[src/rtl/state_reg_bank.sv]
// -----------------------------------------------------------------------------
// state_reg_bank
//   SKINNY/Romulus cipher-state register with a lane-serial load path.
//   The global enable gates every register. Each enabled cycle performs exactly
//   one action: parallel load of si, round update from skinnys, synchronous
//   clear to INIT, or one beat of a LANES-beat serial absorb of LANE_W-bit words
//   using a valid/ready handshake. The block sits between the datapath mux and
//   the SKINNY round function.
//
// Parameters
//   WIDTH   state width in bits (default 128)
//   LANE_W  serial word width; WIDTH must be a multiple of LANE_W (default 8)
//   INIT    WIDTH-bit value loaded on reset and on clr (default 0)
//   LANES   (derived, localparam) WIDTH/LANE_W beats per serial load
//
// Ports
//   clk        in   1       clock
//   rst        in   1       asynchronous active-low reset (0 = reset)
//   en         in   1       global enable; 0 holds all registers, no handshake
//   clr        in   1       synchronous clear to INIT, aborts a serial load
//   se         in   1       1 = parallel load si, 0 = round update skinnys
//   si         in   WIDTH   parallel load data
//   skinnys    in   WIDTH   round-function output
//   ser_start  in   1       begin a serial load (sampled in IDLE)
//   ser_in     in   LANE_W  serial word
//   ser_valid  in   1       ser_in valid
//   ser_ready  out  1       ser_in is accepted this cycle
//   busy       out  1       serial load in progress
//   done       out  1       pulse after the last serial beat is accepted
//   so         out  WIDTH   registered state
//
// Build option
//   STATE_REG_BANK_ICG_EN  when defined, the so/cnt/state flops run on a
//                          latch-based gated clock instead of using en as a
//                          flop enable. Port-level cycle behaviour is the same.
// -----------------------------------------------------------------------------
module state_reg_bank #(
  parameter int unsigned        WIDTH  = 128,
  parameter int unsigned        LANE_W = 8,
  parameter logic [WIDTH-1:0]   INIT   = '0
) (
  input  logic              clk,
  input  logic              rst,
  input  logic              en,
  input  logic              clr,
  input  logic              se,
  input  logic [WIDTH-1:0]  si,
  input  logic [WIDTH-1:0]  skinnys,
  input  logic              ser_start,
  input  logic [LANE_W-1:0] ser_in,
  input  logic              ser_valid,
  output logic              ser_ready,
  output logic              busy,
  output logic              done,
  output logic [WIDTH-1:0]  so
);

  localparam int unsigned LANES = WIDTH / LANE_W;
  localparam int unsigned CW    = (LANES > 1) ? $clog2(LANES) : 1;
  localparam logic [CW-1:0] LAST_BEAT = CW'(LANES - 1);

  typedef enum logic {
    S_IDLE,
    S_SERIAL
  } state_t;

  state_t           state_q, state_d;
  logic [WIDTH-1:0] so_q, so_d;
  logic [WIDTH-1:0] so_shift;
  logic [CW-1:0]    cnt_q, cnt_d;
  logic             done_q, done_d;
  logic             beat;
  logic             last_beat;

  // Handshake: only in SERIAL, only when enabled, and never on a clear cycle
  // so that an aborting clr cannot also swallow a word.
  assign ser_ready = (state_q == S_SERIAL) & en & ~clr;
  assign beat      = ser_ready & ser_valid;
  assign last_beat = beat & (cnt_q == LAST_BEAT);

  assign busy = (state_q == S_SERIAL);
  assign done = done_q;
  assign so   = so_q;

  // Shift a new word into the LSB lane; the first word ends up in the MSB lane
  // after LANES beats. A single-lane configuration simply replaces the state.
  generate
    if (LANES == 1) begin : g_one_lane
      assign so_shift = WIDTH'(ser_in);
    end else begin : g_multi_lane
      assign so_shift = {so_q[WIDTH-LANE_W-1:0], ser_in};
    end
  endgenerate

  // Next-state logic assumes an enabled cycle; en is applied at the registers
  // (flop enable or gated clock) so both builds share this block.
  always_comb begin
    so_d    = so_q;
    state_d = state_q;
    cnt_d   = cnt_q;
    done_d  = 1'b0;

    unique case (state_q)
      S_IDLE: begin
        if (clr) begin
          so_d = INIT;
        end else if (ser_start) begin
          state_d = S_SERIAL;
          cnt_d   = '0;
        end else if (se) begin
          so_d = si;
        end else begin
          so_d = skinnys;
        end
      end

      S_SERIAL: begin
        if (clr) begin
          so_d    = INIT;
          state_d = S_IDLE;
          cnt_d   = '0;
        end else if (beat) begin
          so_d = so_shift;
          if (last_beat) begin
            state_d = S_IDLE;
            cnt_d   = '0;
            done_d  = 1'b1;
          end else begin
            cnt_d = cnt_q + 1'b1;
          end
        end
      end

      default: begin
        state_d = S_IDLE;
        cnt_d   = '0;
      end
    endcase
  end

`ifdef STATE_REG_BANK_ICG_EN
  // Latch-based clock gate: en is captured while clk is low so gclk cannot
  // glitch during the high phase.
  logic en_lat;
  logic gclk;

  always_latch begin
    if (!clk) begin
      en_lat <= en;
    end
  end

  assign gclk = en_lat & clk;

  always_ff @(posedge gclk or negedge rst) begin
    if (!rst) begin
      so_q    <= INIT;
      state_q <= S_IDLE;
      cnt_q   <= '0;
    end else begin
      so_q    <= so_d;
      state_q <= state_d;
      cnt_q   <= cnt_d;
    end
  end
`else
  always_ff @(posedge clk or negedge rst) begin
    if (!rst) begin
      so_q    <= INIT;
      state_q <= S_IDLE;
      cnt_q   <= '0;
    end else if (en) begin
      so_q    <= so_d;
      state_q <= state_d;
      cnt_q   <= cnt_d;
    end
  end
`endif

  // done stays on the free-running clock in both builds; it holds while en=0
  // and drops on the first enabled edge after it fires.
  always_ff @(posedge clk or negedge rst) begin
    if (!rst) begin
      done_q <= 1'b0;
    end else if (en) begin
      done_q <= done_d;
    end
  end

endmodule

[config.mk]
export PLATFORM = sky130hd
export DESIGN_NAME = state_reg_bank
export DESIGN_NICKNAME = d
export VERILOG_FILES = /design/src/rtl/state_reg_bank.sv
export SDC_FILE = /design/constraint.sdc
export NUM_CORES = 1
export LEC_CHECK = 0
export BUFFER_PORTS_ARGS = -buffer_cell sky130_fd_sc_hd__clkbuf_2
export CAP_MARGIN = 15
export CORE_AREA = 2 2 156 158
export CTS_CLUSTER_SIZE = 24
export DETAILED_ROUTE_END_ITERATION = 7
export DIE_AREA = 0 0 158 160
export GPL_ROUTABILITY_DRIVEN = 0
export PLACE_DENSITY = 0.74
export SYNTH_ARGS = -nofsm -noshare
export SYNTH_HDL_FRONTEND = slang
export SYNTH_SLANG_ARGS = --single-unit
[constraint.sdc]
create_clock -name clk -period 1.45 [get_ports clk]
set_input_delay 0.145 -clock clk [delete_from_list [all_inputs] [get_ports clk]]
set_output_delay 0.145 -clock clk [all_outputs]
set_load 0.005 [all_outputs]
# After elaboration in Yosys (flattened, before gate mapping)
# Cells that the tools add are included.
# totals
reg_bits	134
inputBits	271
output_inout_bits	131
wordCells	40
# classes
addsub	1
n_eq_ne	5
muxes	22
n_bitwise	6
n_reduce_logical	2
# op_table
cell	count
$mux W128	5
$pmux W128 S2	1
$mux W4	5
$mux W1	9
$pmux W4 S2	1
$add A4 B1 Y4 const B	1
$and A1 B1 Y1	4
$eq A4 B4 Y1 const B	1
$ne A2 B2 Y1 const B	2
$reduce_and A4 Y1	1
$ne A3 B2 Y1 const B	1
$ne A3 B3 Y1 const B	1
$reduce_and A3 Y1	1
$not A1 Y1	2
$pmux W1 S2	1

# Longest topological paths before layout
# depth
word_depth	8
ltp_mapped	7
mapped_depth_nobuf	5

# Worst setup path after synthesis
# No wires, ideal clock.
# synth_path
kind	register -> register
startpoint	reg state_q (netlist: busy)
endpoint	reg so_q[0] (netlist: so[0])
setup_ps	125
arrival_ps	1467
setup_slack_ps	-142
path_stages_with_launch	8
path_buffers	3
period_less_slack_ps	1592
path_cell_list	dfrtp_1 -> buf_2 -> nand2b_1 -> a21oi_1 -> nor2_1 -> buf_6 -> buf_6 -> mux2_4
# synth_via
elab_chain_cells	5
elab_cells_between_ends	8
# synth_lines
item	line_no	source
start: declaration	67	state_t state_q, state_d;
start signal: assignment	174	state_q <= state_d;
$and A1 B1 Y1 (2 in a row)	77	assign ser_ready = (state_q == S_SERIAL) & en & ~clr;
$and A1 B1 Y1	78	assign beat = ser_ready & ser_valid;
$ne A3 B2 Y1 (no source line)	--	
$reduce_and A3 Y1 (no source line)	--	
end signal: assignment	169	so_q <= INIT;
end signal: assignment	173	so_q <= so_d;
end: declaration	68	logic [WIDTH-1:0] so_q, so_d;
# Parallel ways exist; a longest one is shown, timed or not.
# A chain may end at the register's enable or synchronous reset.

# Worst setup path after layout
# layout_path
startpoint	reg state_q (netlist: busy)
endpoint	reg cnt_q[0]
# layout_via
elab_chain_cells	8
elab_cells_between_ends	13
# layout_lines
item	line_no	source
$and A1 B1 Y1 (2 in a row)	77	
$and A1 B1 Y1	78	
$and A1 B1 Y1	79	assign last_beat = beat & (cnt_q == LAST_BEAT);
$mux W4	124	if (last_beat) begin
$mux W4	122	end else if (beat) begin
$mux W4	118	if (clr) begin
$pmux W4 S2	103	unique case (state_q)
end signal: assignment	175	cnt_q <= cnt_d;
end: declaration	70	logic [CW-1:0] cnt_q, cnt_d;
# Parallel ways exist; a longest one is shown, timed or not. The select of a mux whose other input is x is not followed.

==> flow_summary.json <==
{
  "synth_nets": 1150,
  "yosysMostFrequentCell": "nand2_1",
  "avgViaCountPerCell": 4.99,
  "yosys_warnings": 0,
  "die_h_um": 160,
  "netlist_instances": 878,
  "cts-root-buf": "clkbuf_16",
  "synth.ff_latch_count": 134,
  "clockBufferDepth": 2,
  "synth_cell_type_count": 27,
  "rsz0062_at_grt": "yes",
  "final_cells": 1631,
  "seq_area_frac_synth_pct": 37.6,
  "grt_max_degree": 96,
  "slew_headroom_pct": 70.1,
  "total_power_uw": 14300,
  "clock.fmax_mhz": 599,
  "finClkSkew_ns": 0.00839,
  "core.rowCount": 57,
  "final-max-slew-violation-count": 0,
  "numCtsBuffers": 17,
  "path_cells": "buf_6 > or3b_4 > a21oi_4 > mux2_4",
  "maxCapViolations": 0,
  "end_kind": "flip-flop",
  "syn_area_mm2": 0.00892,
  "placed_cells": 1587,
  "start_kind": "flip-flop",
  "track_usage_pct": 21.9,
  "tightestPinTransition_ns": 0.448,
  "crit_required_ns": 1.74,
  "drt_first_pass_iters": 4,
  "ys.flop_type": "dfrtp_1",
  "hold_viol": 0,
  "drt-initial-drc-count": 490,
  "synth_top_area_share_pct": 37.6,
  "crit_path_top_delay_cell": "dfrtp_4",
  "core_mm2": 0.0238,
  "final_layout_size_suffix_gt1_share_pct": 58.5,
  "ios": 402,
  "dieArea_mm2": 0.0253,
  "power_density_mw_per_mm2": 1150,
  "vias": 8134,
  "fin_ws_ns": -0.220,
  "status": "finished with violations",
  "grt_pass1_wl_um": 43400,
  "cts_tree": "done",
  "start_util_pct": 37.4,
  "post-place-ws_ns": -0.189,
  "nNetsFinal": 1567,
  "yosysTopAreaCell": "dfrtp_1",
  "p_leak_uw": 0.00641,
  "portBuffers": 401,
  "num_antenna_cells": 0,
  "cts_sinks": 134,
  "dpl.hpwl_um": 20600,
  "htreeDepth": 4,
  "ant_nets": 0,
  "fp.dieW_um": 158,
  "r2r_slack_ns": -0.22,
  "syn_to_final_growth_pct": 39.3,
  "syn_avg_cell_area_um2": 10.2,
  "grt_overflow": 0,
  "crit_fanout": 5,
  "insertion_delay_ns": 0.41,
  "wirelength_um": 28100,
  "ys_async_sr_fraction_pct": 100,
  "synth_area_leaders": "dfrtp_1 (38%), mux2_4 (20%), mux2_2 (17%), nand2_1 (11%), a21oi_1 (7.4%)",
  "synth_enable_flop_cells": 0,
  "min_path_type": "input pin to flip-flop",
  "critical_path_class": "flip-flop to flip-flop",
  "drc": 0,
  "max-vdd-ir-drop_v": 0.000628,
  "period_share_pct": 115,
  "fin_hold_ws_ns": 0.0607,
  "synthTopCellsByCount": "nand2_1 (257), mux2_2 (137), dfrtp_1 (134)",
  "cp.arrival_ns": 1.96,
  "setup_viol": 134,
  "grt_pass1_vias": 8253,
  "fin_crit_ns": 1.67,
  "cts.reportedPaths.clkPinSlew_ns": 0.06,
  "slowest_delay_ns": 0.50,
  "tns_ns": -23.27,
  "wl_per_cell_um": 17.2,
  "failed_checks": "negative setup slack",
  "antenna_found_initial": 0
}
critical path: cells and delay by family, from the launching register on:
family,cells,cell delay [ns]
buffers and inverters,1,0.13
AO/OA/AOI/OAI,1,0.21
AND/OR/NAND/NOR,1,0.40
flip-flops,1,0.50
multiplexers,1,0.31
registers in the layout, summed over array words and instances, names as in the netlist:
register / count
so: 128
busy: 1
done: 1
cnt_q: 4
where the power goes:
part	leakage [µW]	switching [µW]	internal [µW]
clock network	0.000275	1600	2570
logic	0.00436	2160	2770
registers	0.00177	737	4440
total	0.00641	4500	9780
path summary, 6_finish.rpt:
check / cells past startpoint / to / startpoint
max: 4 / cnt_q[0] / busy
min: 2 / busy / clr
max reg2reg: 4 / cnt_q[0] / busy
min reg2reg: 1 / done / done
max in group asynchronous: 3 / so[29] / rst
min in group asynchronous: 2 / so[87] / rst
layout by cell type (no fill, tap or decap), types with 3 or more instances in the layout:
cell type / instances
a21oi_1: 128
a21oi_2: 3
buf_12: 18
buf_16: 3
buf_4: 40
buf_6: 7
clkbuf_1: 5
clkbuf_16: 18
clkbuf_2: 398
clkinv_2: 3
clkinv_4: 3
dfrtp_1: 133
inv_1: 4
mux2_2: 136
mux2_4: 121
nand2_1: 255
metal layers:
| metal | vias to the layer above | part of all wire, % | GRT usage, % | routed length (µm) |
|---|---|---|---|---|
| met5 | - | 0 | 0 | 0 |
| met4 | 0 | 3.6 | 9.05 | 1010 |
| met3 | 67 | 5.4 | 4.12 | 1510 |
| met2 | 348 | 49 | 37.2 | 13800 |
| met1 | 3872 | 42 | 27.1 | 11800 |
| li1 | 3847 | - | - | - |
metrics by stage:
| stage | cell area (µm²) | utilization [%] |
|---|---|---|
| 2_1_floorplan | 8990 | - |
| 3_3_place_gp | 11600 | 48.6 |
| 3_5_place_dp | 11600 | 48.6 |
| 4_1_cts | 12400 | 52.0 |
| 5_1_grt | 12400 | 52.2 |
| 6_report | 12400 | 52.2 |
logic make-up (layout without fill, tap and decap cells):
family          count (synthesis)  count (layout)  share of synthesized area (%)
compound gates                141             141                           8.31
mux                           257             257                           37.5
flops                         134             134                           37.6
buf+inv                        77             506                           4.90
fa+ha+maj                       1               1                          0.140
simple gates                  268             268                           11.6
area by class of cell:
cell class / count / area (µm²)
clock buffers: 23 / 458
clock inverters: 8 / 101
fillers: 2191 / 11400
inverters: 5 / 26.3
multi-input cells: 667 / 5180
flip-flops and latches: 134 / 3360
well taps: 324 / 405
repair buffers: 470 / 2890
timing repair:
item / in CTS / in global routing
endpoints found under the setup margin: 135 / 135
hold buffers: 2 / 0
pin swaps: 1 / 0
gates resized for setup: 18 / 4
gates cloned: 3 / 1
endpoints found under the hold margin: 67 / 0
setup buffers: 7 / 0
Power figures use the tool's default switching activity.
